===== config.mk =====
export PLATFORM = sky130hd
export DESIGN_NAME = four_bit_sort_ctrl
export DESIGN_NICKNAME = d
export VERILOG_FILES = /design/src/rtl/sort_pkg.sv /design/src/rtl/FourBitComp.sv /design/src/rtl/four_bit_sort_ctrl.sv
export SDC_FILE = /design/constraint.sdc
export NUM_CORES = 1
export LEC_CHECK = 0
export ABC_AREA = 1
export BUFFER_PORTS_ARGS = -buffer_cell sky130_fd_sc_hd__clkbuf_2
export CORE_ASPECT_RATIO = 1.4
export CORE_MARGIN = 3
export CORE_UTILIZATION = 50
export CTS_BUF_LIST = sky130_fd_sc_hd__clkbuf_8
export DETAILED_ROUTE_END_ITERATION = 8
export GPL_ROUTABILITY_DRIVEN = 0
export PLACE_DENSITY = 0.69
export SETUP_SLACK_MARGIN = 0.3
export SYNTH_ARGS = -nofsm -noshare
export SYNTH_HDL_FRONTEND = slang
export SYNTH_SLANG_ARGS = --single-unit

===== constraint.sdc =====
create_clock -name clk -period 3.9 [get_ports clk]
set_clock_uncertainty 0.05 [all_clocks]
set_input_delay 0.195 -clock clk [delete_from_list [all_inputs] [get_ports clk]]
set_output_delay 0.195 -clock clk [all_outputs]
set_load 0.01 [all_outputs]

===== src/rtl/sort_pkg.sv =====
// Shared constants and state encoding for the sorting controller.
package sort_pkg;
  localparam int DATA_W = 4;
  localparam int SWAP_W = 6;

  typedef enum logic [1:0] {
    LOAD  = 2'd0,
    SORT  = 2'd1,
    DRAIN = 2'd2
  } state_t;
endpackage


===== src/rtl/FourBitComp.sv =====
// Unsigned 4-bit magnitude comparator: exactly one of l (a<b), e (a==b), m (a>b) is high.
module FourBitComp (
  input  logic [3:0] a,
  input  logic [3:0] b,
  output logic       l,
  output logic       e,
  output logic       m
);
  assign l = (a < b);
  assign e = (a == b);
  assign m = (a > b);
endmodule


===== src/rtl/four_bit_sort_ctrl.sv =====
// Block sorter: loads N values, bubble-sorts them with one shared comparator
// on a fixed (N-1)^2-cycle schedule, then streams them out ascending.
module four_bit_sort_ctrl
  import sort_pkg::*;
#(
  parameter int N = 4
) (
  input  logic              clk,
  input  logic              rst,
  input  logic              in_valid,
  input  logic [DATA_W-1:0] in_data,
  output logic              in_ready,
  output logic              out_valid,
  output logic [DATA_W-1:0] out_data,
  input  logic              out_ready,
  output logic              busy,
  output logic [SWAP_W-1:0] swap_count
);
  localparam int IDX_W = $clog2(N);
  localparam logic [IDX_W-1:0] LAST_IDX = IDX_W'(N - 1);
  localparam logic [IDX_W-1:0] CMP_LAST = IDX_W'(N - 2);

  state_t state_reg, state_next;

  logic [DATA_W-1:0] sort_buf [N];
  logic [IDX_W-1:0]  wr_idx_reg, rd_idx_reg, idx_reg, pass_reg;
  logic [IDX_W-1:0]  idx_hi;
  logic [SWAP_W-1:0] swap_count_reg;

  logic [DATA_W-1:0] cmp_a, cmp_b;
  logic cmp_l, cmp_e, cmp_m;
  logic accept, xfer, do_swap;
  logic load_done, sort_done, drain_done;

  assign idx_hi = idx_reg + IDX_W'(1);
  assign cmp_a  = sort_buf[idx_reg];
  assign cmp_b  = sort_buf[idx_hi];

  FourBitComp u_comp (
    .a (cmp_a),
    .b (cmp_b),
    .l (cmp_l),
    .e (cmp_e),
    .m (cmp_m)
  );

  assign accept     = (state_reg == LOAD) && in_valid;
  assign xfer       = (state_reg == DRAIN) && out_ready;
  // Equal or smaller pairs never move, which keeps the sort stable.
  assign do_swap    = (state_reg == SORT) && cmp_m && !cmp_e && !cmp_l;
  assign load_done  = accept && (wr_idx_reg == LAST_IDX);
  assign sort_done  = (state_reg == SORT) && (idx_reg == CMP_LAST) && (pass_reg == CMP_LAST);
  assign drain_done = xfer && (rd_idx_reg == LAST_IDX);

  always_ff @(posedge clk) begin
    if (rst) state_reg <= LOAD;
    else     state_reg <= state_next;
  end

  always_comb begin
    state_next = state_reg;
    case (state_reg)
      LOAD:    if (load_done)  state_next = SORT;
      SORT:    if (sort_done)  state_next = DRAIN;
      DRAIN:   if (drain_done) state_next = LOAD;
      default: state_next = LOAD;
    endcase
  end

  always_ff @(posedge clk) begin
    if (rst) begin
      wr_idx_reg     <= '0;
      rd_idx_reg     <= '0;
      idx_reg        <= '0;
      pass_reg       <= '0;
      swap_count_reg <= '0;
    end else begin
      if (accept) wr_idx_reg <= load_done ? '0 : wr_idx_reg + IDX_W'(1);
      if (xfer)   rd_idx_reg <= drain_done ? '0 : rd_idx_reg + IDX_W'(1);
      if (load_done) begin
        idx_reg        <= '0;
        pass_reg       <= '0;
        swap_count_reg <= '0;
      end else if (state_reg == SORT) begin
        if (do_swap) swap_count_reg <= swap_count_reg + SWAP_W'(1);
        if (idx_reg == CMP_LAST) begin
          idx_reg  <= '0;
          pass_reg <= sort_done ? '0 : pass_reg + IDX_W'(1);
        end else begin
          idx_reg <= idx_hi;
        end
      end
    end
  end

  // Each entry has its own write port: load, or either side of a swap.
  generate
    for (genvar gi = 0; gi < N; gi++) begin : g_entry
      always_ff @(posedge clk) begin
        if (rst)                                          sort_buf[gi] <= '0;
        else if (accept && wr_idx_reg == IDX_W'(gi))      sort_buf[gi] <= in_data;
        else if (do_swap && idx_reg == IDX_W'(gi))        sort_buf[gi] <= cmp_b;
        else if (do_swap && idx_hi == IDX_W'(gi))         sort_buf[gi] <= cmp_a;
      end
    end
  endgenerate

  assign in_ready   = (state_reg == LOAD);
  assign out_valid  = (state_reg == DRAIN);
  assign busy       = (state_reg == SORT) || (state_reg == DRAIN);
  assign out_data   = (state_reg == DRAIN) ? sort_buf[rd_idx_reg] : '0;
  assign swap_count = swap_count_reg;
endmodule


# Word-level counts from Yosys, hierarchy flattened
# Memories as Yosys holds them, arrays and structs flattened. A register that Yosys moved wholly into a read port is not among the register bits.
# Index checks and enable logic that the tools add are counted.
# Widths: inputs -> output; s select.
dict set report classes {
  n_addsub 5
  muxes 75
  magnitude_cmp 2
  eq_ne 17
  n_reduce_logical 31
  bitwise_logic 12
}
# operator n
set ops {}
lappend ops {{$mux 4} 13}
lappend ops {{$mux 1} 50}
lappend ops {{$mux 2} 11}
lappend ops {{$logic_and 1x1->1} 20}
lappend ops {{$eq 2x2->1 const B} 9}
lappend ops {{$or 1x1->1} 12}
lappend ops {{$add 2x1->2 const B} 4}
lappend ops {{$eq 2x1->1 const B} 4}
lappend ops {{$logic_not 2->1} 4}
lappend ops {{$add 6x1->6 const B} 1}
lappend ops {{$pmux 2 s3} 1}
lappend ops {{$eq 4x4->1} 1}
lappend ops {{$gt 4x4->1} 1}
lappend ops {{$lt 4x4->1} 1}
lappend ops {{$ne 2x1->1 const B} 2}
lappend ops {{$reduce_and 2->1} 2}
lappend ops {{$reduce_and 3->1} 1}
lappend ops {{$logic_not 1->1} 2}
lappend ops {{$ne 2x2->1 const B} 1}
lappend ops {{$reduce_or 2->1} 1}
lappend ops {{$logic_or 1x1->1} 1}
dict set report word_totals {
  in_bits 8
  mem_bits_rw 16
  reg_bits 16
  wordCells 149
  out_inout_bits 13
  n_memories 1
}
# name words width rd rd_ports_with_merged_regs wr line_no
set mem_list {}
lappend mem_list {sort_buf 4 4 3 2 4 four_bit_sort_ctrl.sv:25} ;# logic [DATA_W-1:0] sort_buf [N];

# Depth between registers and ports, before layout
# Gate-level depths: netlist of the first run.
# An unclocked memory read counts as a cell.
dict set report depth {
  ltp_word 13
  mapped_depth 18
  mapped_depth_nobuf 18
}

# Modules after synthesis
# From an unflattened synthesis of the first run, not the netlist that was laid out.
dict set report hier_totals {
  cells_unflattened 372
  area_unflattened_um2 2591.2
}
# mod instances area_each_um2 cells_per_inst
set modules_own_cells {}
lappend modules_own_cells {four_bit_sort_ctrl 1 2476.1 352}
lappend modules_own_cells {FourBitComp 1 115.1 20}

# Worst setup path before layout of the first run
# No wires, ideal clock.
dict set report synth_timing {
  path_type {register to register}
  from {register idx_reg[0]}
  to {memory sort_buf[3][0], enable pin}
  stages_incl_launch_ff 14
  setup_slack_ns 1.081
  required_ns 3.505
  arrival_ns 2.424
  cell_sequence {dfxtp_1 > clkinv_1 > ha_1 > inv_1 > o211ai_1 > and2_1 > ha_1 > nand2_1 > nor2_1 > nor2_4 > nand2_4 > nor2_4 > inv_1 > o211ai_1}
}
# item line_no
set synth_lines {}
lappend synth_lines {{from (decl)} four_bit_sort_ctrl.sv:26} ;# logic [IDX_W-1:0] wr_idx_reg, rd_idx_reg, idx_reg, pass_reg;
lappend synth_lines {{from (signal assigned)} four_bit_sort_ctrl.sv:90} ;# idx_reg <= idx_hi;
lappend synth_lines {{to (decl)} four_bit_sort_ctrl.sv:25}

==> results of run 1 <==
==> cells by family after synthesis <==
family,after synthesis
flops,36
fa+ha+maj,21
buf+inv,54
xor+xnor,2
simple gates,168
compound gates,63
==> per-stage QoR <==
stage | utilization [%] | std cells | total power, mW | instance area, um^2 | worst slack, ns
2_1_floorplan | - | 344 | 1.22 | 2520 | 1.08
6_report | 59.6 | 430 | 1.79 | 2790 | 0.691
3_3_place_gp | 57.1 | 422 | 1.44 | 2670 | 0.467
3_5_place_dp | 57.1 | 422 | 1.45 | 2670 | 0.279
5_1_grt | 59.6 | 430 | 1.94 | 2790 | 0.464
4_1_cts | 59.4 | 430 | 1.78 | 2780 | 0.386
==> cell type report <==
cell class / instances / area [um^2]
Inverter: 50 / 189
Timing Repair Buffer: 20 / 100
Fill cell: 443 / 1890
Tap cell: 62 / 77.6
Clock inverter: 3 / 38.8
Sequential cell: 36 / 882
Clock buffer: 5 / 68.8
Multi-Input combinational cell: 254 / 1430
==> metal layers <==
layer | share of wire, % | wire [um] | vias to the layer above | track usage, %
met5 | 0 | 0 | - | 0
met4 | 6.2 | 399 | 0 | 13.4
met3 | 6.1 | 392 | 35 | 3.12
met2 | 49 | 3190 | 109 | 39.8
met1 | 38 | 2480 | 1064 | 26.7
li1 | - | - | 1197 | -
==> what timing repair did <==
item                                   4_1_cts  5_1_grt
endpoints found under the hold margin        0        0
setup endpoints to repair                    4       20
gates resized for setup                      1        2
==> power by group <==
part / total (mW) / internal (mW) / switching, mW
clock: 0.320 / 0.187 / 0.133
sequential: 0.552 / 0.482 / 0.0702
combinational: 0.919 / 0.278 / 0.641
==> how the worst max path moves through the flow <==
stage,start,endpoint,cells past startpoint
floorplan,idx_reg[0]$_SDFFE_PP0N_,sort_buf[3][0]$_DFFE_PP_,13
CTS,idx_reg[0]$_SDFFE_PP0N_,sort_buf[2][0]$_SDFFCE_PN0P_,12
global route,idx_reg[0]$_SDFFE_PP0N_,sort_buf[3][0]$_DFFE_PP_,14
global placement,idx_reg[0]$_SDFFE_PP0N_,sort_buf[2][1]$_SDFFCE_PN0P_,12
finish,idx_reg[0]$_SDFFE_PP0N_,sort_buf[3][1]$_DFFE_PP_,14
detailed placement,idx_reg[0]$_SDFFE_PP0N_,sort_buf[2][1]$_SDFFCE_PN0P_,12
==> cell usage after synthesis <==
library cell  number  share of area, %
o21ai_0           18               3.6
xnor2_1            1              0.35
nand2_4            1              0.45
nor3_1             3              0.60
edfxtp_1          16                19
clkinv_1           3              0.45
nand3_1           36               7.2
inv_2              5              0.75
nand2_2            3              0.75
nor2_8             1              0.80
and2_1             4              0.99
or2_1              1              0.25
xor2_1             1              0.35
nor2_4             4               1.8
nor2_1            27               4.0
dfxtp_1           20                16
inv_1             42               6.3
buf_2              3              0.60
o31ai_1            1              0.30
nand4_2            1              0.50
nand4_1           13               3.2
a21oi_1           31               6.2
ha_1              21                10
buf_4              1              0.30
o21a_1             1              0.30
nand2_1           74                11
a21oi_2            1              0.35
o211ai_1          11               3.3
==> metrics, run 1 <==
CP Buf/Inv Count=4; I/O Pins=21; area of the mapped netlist=0.00252 mm^2; Crit Path Class=reg2reg; FF+latch count, synth=36; most frequent cells in the layout=nand2_1 (74), inv_1 (43), nand3_1 (36); Crit Reg-Reg Endpoint=sort_buf[3][1]$_DFFE_PP_; Fin Hold WS=0.163 ns; critical path's largest stage delay=0.49 ns; Die X=66.0 um; max-cap violation count=0; die extent in y=90.0 um; buffers inserted by post-CTS timing repair=0; largest family of logic cells by synthesized area=simple AND/OR/NAND/NOR gates; DR pass1 iterations=5; number of placement rows=29; post-synthesis sequential area ratio=35.0%; Skew-Pair Late Insertion Delay=0.29 ns; Detail Route Antenna Nets=0; vias after detailed routing=2405; Leakage=1.25 nW; total gr overflow=0; Post-DP HPWL=5.13 mm; Worst slew margin=72.7%; Synth Area in Compound Gates=14.0%; Setup Total Neg Slack=0 ns; Root Driver=clkbuf_8; initial antenna violation count=0; vias in the first global route=2353; largest net degree at the start of global routing=15; fin crit period=3.21 ns; crit path DAT=3.11 ns; pwr dens=642 mW/mm^2; CP Cell Sequence=clkinv_2 > ha_1 > inv_1 > o211ai_1 > and2_1 > ha_1 > nand2_1 > clkinv_1 > nand2_1 > nand2_2 > nand2_4 > nor2_4 > inv_1 > o211ai_1; CTS hold repair buffers=0; clock buffer depth=2; clock buffer count from CTS=5; Port Buffers=20; H-tree levels=2; clk slew on worst S/H paths=0.07 ns; RR Startpoint=idx_reg[0]$_SDFFE_PP0N_; Mean Syn Cell Area=7.32 um^2; Fmax=0.312 GHz; vias per cell=5.59; DRT iter0 DRCs=286; Starting Density=53.8%; layout cell share with drive strength beyond 1=12.2%; area delta synth->final=10.8%; Yosys cell types=28; flop2flop setup slack=0.69 ns; die area=0.00593 mm^2; critical path startpoint category=flop; Final Hold Viols=0; Yosys Warn Count=0; reg2reg path depth=14; Tot GR Track Use=23.2%; crit path capture type=flop; Final nets=396; Peak VDD IR=0.000396 V; Synth Area in XOR/XNOR=0.696%; period utilization=82.3%; Min-Delay Endpoint=rd_idx_reg[0]$_SDFFE_PP0P_; crit path max-delay cell type=dfxtp_2; Post-Synth Simple-Gate Area=31.6%; Worst-Margin Slew=0.408 ns; most common cell after layout, fill and taps aside=nand2_1; core area=0.00468 mm^2; launch point of the worst hold path=rst; drt drc=0; CP Max Fanout=14; antenna fix cells=0; family with the most delay on the worst path=simple AND/OR/NAND/NOR gates; final setup fails=0; synthesized net count=373; Synth Instances=344; CTS sink cnt=36; hold path cells=2; CTS tree=yes; Post-Synth Adder-Cell Area=10.4%; mux cell area share after synthesis=0%; Routed WL=6.46 mm; Final Slew Violations=0; Hold WC Path Type=in2reg; outcome=complete, no violations; Crit path required time=3.80 ns; Wirelength per Cell=15.0 um; first-pass GRT wire length=10.6 mm; RSZ-0062 raised after global routing=no
(Power assumes the default switching activity.)
==> inputs of run 2 (changes only) <==
ABC_AREA = 0   (was 1)
PLACE_DENSITY = 0.72   (was 0.69)
clock period = 2.76 ns   (was 3.9 ns; I/O delays follow)
==> run 2 against run 1 <==
Against the previous run:
- the flow now finishes with violations (negative setup slack)
- sequential share of layout area decreased by 1.7 points
- non-clock buffer count increased by 26
- synthesized area decreased by 9.9%
- via count decreased by 22%
- sequential cell count unchanged
- largest cell class unchanged
==> metrics, run 2 <==
Synth area leaders=edfxtp_1 (21%), dfxtp_1 (18%), mux4_2 (12%) (was edfxtp_1 (19%), dfxtp_1 (16%), nand2_1 (11%)); clock buffer count from CTS=5 (unchanged); die area=0.00539 mm^2 (was 0.00593 mm^2); Most used DFF post-synth=dfxtp_1 (unchanged); violated checks=negative setup slack; multi-input logic area=0.00151 mm^2 (was 0.00143 mm^2); most frequent cells in the layout=nor2_1 (21), clkbuf_2 (20), nand2_1 (19), buf_4 (19), dfxtp_1 (18) (was nand2_1 (74), inv_1 (43), nand3_1 (36)); area of the mapped netlist=0.00227 mm^2 (was 0.00252 mm^2); largest family of logic cells by synthesized area=simple AND/OR/NAND/NOR gates (unchanged); Mean Syn Cell Area=10.4 um^2 (was 7.32 um^2); Internal Power=1.48 mW (was 947 uW); period utilization=106% (was 82.3%); worst setup margin=-0.155 ns (was 0.691 ns); vias per cell=5.72 (was 5.59); area delta synth->final=30.3% (was 10.8%); core area=0.00431 mm^2 (was 0.00468 mm^2); clock buffer depth=2 (unchanged); Fmax=0.343 GHz (was 0.312 GHz); outcome=finished with violations (was complete, no violations); pwr dens=805 mW/mm^2 (was 642 mW/mm^2); sw power=903 uW (was 844 uW); Detail Route Antenna Nets=0 (unchanged); Starting Density=52.6% (was 53.8%); Die X=62.9 um (was 66.0 um); Post-Synth Simple-Gate Area=17.2% (was 31.6%); Yosys cell types=33 (was 28); CP Cell Sequence=inv_4 > ha_4 > mux4_2 > inv_2 > ha_4 > nor2b_4 > o211ai_2 > a21oi_4 > and2_4 > and3b_2 > a221o_1 (was clkinv_2 > ha_1 > inv_1 > o211ai_1 > and2_1 > ha_1 > nand2_1 > clkinv_1 > nand2_1 > nand2_2 > nand2_4 > nor2_4 > inv_1 > o211ai_1); cell mode on critical path=ha_4; Worst-Margin Slew=0.524 ns (was 0.408 ns); Hold WC Path Type=in2reg (unchanged); first-pass GRT wire length=9.19 mm (was 10.6 mm); antenna fix cells=0 (unchanged); total gr overflow=0 (unchanged); Crit path required time=2.75 ns (was 3.80 ns); Crit Path Class=reg2reg (unchanged); EDFF count, synth=16 (unchanged); most common cell after layout, fill and taps aside=nor2_1 (was nand2_1); number of placement rows=28 (was 29); switching share of total power=37.9% (was 47.1%); Post-DP Area=0.00256 mm^2 (was 0.00267 mm^2); Synth Area in Compound Gates=11.7% (was 14.0%); Peak VDD IR=0.000431 V (was 0.000396 V); combinational fraction of design power=54.6% (was 51.3%); DR pass1 iterations=5 (unchanged); Tot GR Track Use=22.6% (was 23.2%); die extent in y=85.7 um (was 90.0 um); Post-Synth Adder-Cell Area=11.6% (was 10.4%); fin crit period=2.91 ns (was 3.21 ns); Yosys Warn Count=0 (unchanged); Synth Area in XOR/XNOR=2.32% (was 0.696%); ys async rst share=0% (unchanged); Sequential Area=886 um^2 (was 882 um^2); CP Max Fanout=5 (was 14); post-synthesis sequential area ratio=38.8% (was 35.0%); CTS sink cnt=36 (unchanged); initial antenna violation count=0 (unchanged); FF+latch count, synth=36 (unchanged); mux cell area share after synthesis=15.4% (was 0%); final setup fails=28 (was 0); H-tree levels=2 (unchanged); Sequential Power Share=30.8% (about the same); Final Hold Viols=0 (unchanged); Layout fillers=331 (was 443); drt drc=0 (unchanged); count leader, synth=nand2_1 (unchanged); Port Buffers=20 (unchanged); layout cell share with drive strength beyond 1=39.3% (was 12.2%); share of the synthesized area in the top cell type=21.2% (was 19.1%); RSZ-0062 raised after global routing=yes (was no); crit path capture type=flop (unchanged); DP Worst Slack=-0.157 ns (was 0.279 ns); fin area=0.00296 mm^2 (was 0.00279 mm^2); leading area contributor after synthesis=edfxtp_1 (unchanged); Synth Instances=218 (was 344); clk slew on worst S/H paths=0.07 ns (about the same); share of power burned in the clock network=14.6% (was 17.9%); Worst slew margin=65.0% (was 72.7%); critical path's largest stage delay=0.55 ns (was 0.49 ns); CTS tree=yes (unchanged); Final nets=295 (was 396); DRT iter0 DRCs=116 (was 286); crit path DAT=2.90 ns (was 3.11 ns); Root Driver=clkbuf_8 (unchanged); Leakage=1.22 nW (was 1.25 nW); vias after detailed routing=1872 (was 2405); Post-synth top cells=nand2_1 (25), nor2_1 (24), ha_1 (21) (was nand2_1 (74), inv_1 (42), nand3_1 (36)); Routed WL=5.89 mm (was 6.46 mm); vias in the first global route=1797 (was 2353); critical path startpoint category=flop (unchanged); Final Slew Violations=0 (unchanged); I/O Pins=21 (unchanged); synthesized net count=247 (was 373); max-cap violation count=0 (unchanged); largest net degree at the start of global routing=15 (unchanged); Post-DP HPWL=4.20 mm (was 5.13 mm); Wirelength per Cell=18.0 um (was 15.0 um); crit path max-delay cell type=mux4_2 (was dfxtp_2); Skew-Pair Late Insertion Delay=0.29 ns (about the same)
run 2: cell types whose count changed after synthesis, moves of 11 or more:
cell,before,now
nand2_1,74,25
inv_1,42,10
nand3_1,36,6
o21ai_0,18,0
a21oi_1,31,15
mux4_2,0,12
o211ai_1,11,0
run 2: path summary, 6_finish.rpt:
check | start | depth (start not counted) | to | slack, ns
max | idx_reg[0]$_SDFFE_PP0N_ | 11 | sort_buf[1][2]$_DFFE_PP_ | -0.15
min | out_ready | 3 | rd_idx_reg[1]$_SDFFE_PP0P_ | 0.10
max reg2reg | idx_reg[0]$_SDFFE_PP0N_ | 11 | sort_buf[1][2]$_DFFE_PP_ | -0.15
min reg2reg | rd_idx_reg[1]$_SDFFE_PP0P_ | 2 | rd_idx_reg[1]$_SDFFE_PP0P_ | 0.44
run 2: cell families after synthesis:
kind of cell / Yosys count
xor gates and xnor gates: 6
DFF: 36
muxes: 20
AOI/OAI and AO/OA: 39
buffers and inverters: 15
adders and majority gates: 21
and+or+nand+nor: 81
run 2: worst max-delay path, delay by kind of cell (launching register included):
family / cells / cell delay (ns)
AOI/OAI and AO/OA: 3 / 0.59
and+or+nand+nor: 3 / 0.50
DFF: 1 / 0.36
adders and majority gates: 2 / 0.49
muxes: 1 / 0.55
buffers and inverters: 2 / 0.13
run 2: timing repair:
| item | CTS | global route |
|---|---|---|
| buffers inserted | 5 | 6 |
| pin swaps | 14 | 6 |
| hold buffers | 0 | 0 |
| resized for setup | 29 | 14 |
| endpoints found under the hold margin | 0 | 0 |
| setup endpoints to repair | 38 | 38 |
| cloned | 1 | 0 |
run 2: area by class of cell:
type / count / share of cell area (%)
timing repair buffer: 46 / 12.3
clock inverter: 3 / 0.381
sequential: 36 / 30.0
multi-input combinational: 167 / 51.2
clock buffer: 5 / 2.33
tap: 60 / 2.54
inverter: 10 / 1.35
run 2: routing by layer:
layer | share of wire, % | track usage [%] | wire length [um]
met3 | 5.5 | 3.41 | 322
met1 | 36 | 24.4 | 2150
met5 | 0 | 0 | 0
met4 | 4.9 | 13.3 | 290
met2 | 53 | 41.4 | 3130
run 2: metrics by stage:
step           util [%]  power [mW]  instances  hold slack [ns]  TNS [ns]
2_1_floorplan         -        1.37        218            0.262    -0.546
3_3_place_gp       59.5        1.72        307            0.404    -0.784
3_5_place_dp       59.5        1.73        307            0.407     -1.34
4_1_cts            66.0        2.28        321           0.0967     -1.35
5_1_grt            68.6        2.50        327            0.125     -4.21
6_report           68.6        2.38        327            0.101     -1.86
run 2: power groups by stage:
stage          Clock (mW)  Combinational, mW  Sequential, mW
6_report            0.348               1.30           0.733
5_1_grt             0.378               1.38           0.743
4_1_cts             0.357               1.19           0.731
3_5_place_dp            0              0.987           0.743
3_3_place_gp            0              0.978           0.738
2_1_floorplan           0              0.650           0.724
==> inputs of run 3 (changes only) <==
--- a/config.mk
+++ b/config.mk
@@ -8,3 +8,3 @@
 export ABC_AREA = 0
-export BUFFER_PORTS_ARGS = -buffer_cell sky130_fd_sc_hd__clkbuf_2
+export BUFFER_PORTS_ARGS = -buffer_cell sky130_fd_sc_hd__buf_4
 export CORE_ASPECT_RATIO = 1.4
==> constraint.sdc (replaced) <==
create_clock -name clk -period 2.76 [get_ports clk]
set_clock_uncertainty 0.05 [all_clocks]
set_input_delay 0.69 -clock clk [delete_from_list [all_inputs] [get_ports clk]]
set_output_delay 0.69 -clock clk [all_outputs]
set_load 0.01 [all_outputs]
==> run 3 against run 2 <==
Against the previous run:
- setup slack better by 0.028 ns
- the run still ends with negative setup slack left
- maximum frequency is 0.98% higher
- total power is 1.3% lower
- critical endpoint unchanged
- register-to-register slack better by 0.03 ns
- core utilization is 0.73 points higher
- die area stayed put
- via count is 1.8% higher
- largest power group unchanged
- critical path depth stayed put
- sequential share of layout area is 0.27 points lower
- sequential power hardly changed
==> metrics, run 3 (same netlist as run 2, synthesis figures left out) <==
outcome=finished with violations (unchanged); violated checks=negative setup slack (unchanged); CTS sink cnt=36 (unchanged); final core utilization=69.3% (was 68.6%); core area=0.00431 mm^2 (unchanged); pwr dens=786 mW/mm^2 (was 805 mW/mm^2); die extent in y=85.7 um (unchanged); Crit path required time=2.75 ns (about the same); Post-DP HPWL=4.28 mm (was 4.20 mm); DR pass1 iterations=5 (unchanged); Worst slew margin=66.8% (was 65.0%); Final Slew Violations=0 (unchanged); number of placement rows=28 (unchanged); Sequential Area=887 um^2 (was 886 um^2); Peak VDD IR=0.000439 V (was 0.000431 V); Leakage=1.25 nW (was 1.22 nW); antenna fix cells=0 (unchanged); worst setup margin=-0.127 ns (was -0.155 ns); Detail Route Antenna Nets=0 (unchanged); Worst-Margin Slew=0.498 ns (was 0.524 ns); period utilization=105% (was 106%); Power Total=2.35 mW (was 2.38 mW); Die X=62.9 um (unchanged); layout cell share with drive strength beyond 1=40.2% (was 39.3%); most common cell after layout, fill and taps aside=buf_4 (was nor2_1); CTS tree=yes (unchanged); vias in the first global route=1905 (was 1797); cell mode on critical path=ha_4 (unchanged); crit path DAT=2.88 ns (was 2.90 ns); CTS hold repair buffers=0 (unchanged); vias per cell=5.84 (was 5.72); Root Driver=clkbuf_8 (unchanged); area delta synth->final=31.7% (was 30.3%); vias after detailed routing=1905 (was 1872); Final nets=294 (was 295); I/O Pins=21 (unchanged); Layout fillers=349 (was 331); fin crit period=2.89 ns (was 2.91 ns); crit path max-delay cell type=mux4_2 (unchanged); clk slew on worst S/H paths=0.07 ns (about the same); critical path's largest stage delay=0.53 ns (was 0.55 ns); Skew-Pair Late Insertion Delay=0.29 ns (about the same); drt drc=0 (unchanged); Routed WL=5.85 mm (was 5.89 mm); DRT iter0 DRCs=110 (was 116); multi-input logic area=0.00152 mm^2 (was 0.00151 mm^2); Hold WC Path Type=reg2reg (was in2reg); Port Buffers=20 (unchanged); final setup fails=19 (was 28); Wirelength per Cell=17.9 um (was 18.0 um); total gr overflow=0 (unchanged); max-cap violation count=0 (unchanged); Starting Density=52.6% (unchanged); RSZ-0062 raised after global routing=yes (unchanged); critical path startpoint category=flop (unchanged); initial antenna violation count=0 (unchanged); CP Cell Sequence=inv_4 > ha_4 > mux4_2 > inv_2 > ha_4 > nor2b_4 > o211ai_2 > a21oi_4 > and2_4 > and3b_2 > a221o_1 (unchanged); most frequent cells in the layout=buf_4 (38), nor2_1 (21), nand2_1 (19) (was nor2_1 (21), clkbuf_2 (20), nand2_1 (19), buf_4 (19), dfxtp_1 (18)); Setup Total Neg Slack=-1.15 ns (was -1.86 ns); Final Hold Viols=0 (unchanged); largest net degree at the start of global routing=15 (unchanged); clock buffer count from CTS=5 (unchanged); clock buffer depth=2 (unchanged); Fmax=0.346 GHz (was 0.343 GHz); first-pass GRT wire length=9.32 mm (was 9.19 mm); crit path capture type=flop (unchanged); H-tree levels=2 (unchanged); Crit Path Class=reg2reg (unchanged); die area=0.00539 mm^2 (unchanged); Tot GR Track Use=22.8% (was 22.6%); CP Max Fanout=5 (unchanged)
==> run 3: cell type report <==
cell class                      instances  share of cell area (%)
Multi-Input combinational cell        167                    50.8
Clock buffer                            5                    2.30
Sequential cell                        36                    29.7
Tap cell                               60                    2.51
Inverter                               10                    1.34
Timing Repair Buffer                   45                    12.9
Clock inverter                          3                   0.461
==> run 3: per-layer routing <==
layer | routed length [um] | up-vias | track usage [%]
li1 | - | 897 | -
met2 | 3120 | 78 | 40.0
met3 | 300 | 24 | 4.46
met4 | 349 | 0 | 17.5
met5 | 0 | - | 0
met1 | 2080 | 906 | 23.8
==> run 3: worst paths after layout <==
kind         slack, ns                startpoint  depth (start not counted)                       end
max              -0.13   idx_reg[0]$_SDFFE_PP0N_                         11  sort_buf[1][2]$_DFFE_PP_
max reg2reg      -0.13   idx_reg[0]$_SDFFE_PP0N_                         11  sort_buf[1][2]$_DFFE_PP_
min reg2reg       0.44  pass_reg[1]$_SDFFE_PP0P_                          2  pass_reg[1]$_SDFFE_PP0P_
min               0.44  pass_reg[1]$_SDFFE_PP0P_                          2  pass_reg[1]$_SDFFE_PP0P_
==> run 3: stage by stage <==
| stage | setup WS (ns) | hold slack (ns) | cells | instance area, um^2 |
|---|---|---|---|---|
| finish | -0.127 | 0.444 | 326 | 2990 |
| global route | -0.219 | 0.478 | 326 | 2990 |
| CTS | -0.0985 | 0.449 | 322 | 2900 |
| detailed placement | -0.134 | 0.439 | 309 | 2630 |
| global placement | -0.0787 | 0.423 | 309 | 2630 |
| floorplan | -0.113 | 0.404 | 218 | 2300 |
==> run 3: power by group <==
part | internal [mW] | leakage [nW] | switching, mW
registers | 0.652 | 0.331 | 0.0807
clock network | 0.171 | 0.0453 | 0.178
logic | 0.639 | 0.869 | 0.629
total | 1.46 | 1.25 | 0.887
==> run 3: critical path, delay by kind of cell, from the launching register on <==
family | cells | cell delay [ns]
simple gates | 3 | 0.50
fa+ha+maj | 2 | 0.49
compound gates | 3 | 0.59
buf+inv | 2 | 0.12
flops | 1 | 0.36
mux | 1 | 0.53
==> run 3: timing repair <==
item                       CTS  global route
resized for setup           32            13
setup endpoints to repair   38            39
pin swaps                   12             5
buffers inserted             5             4
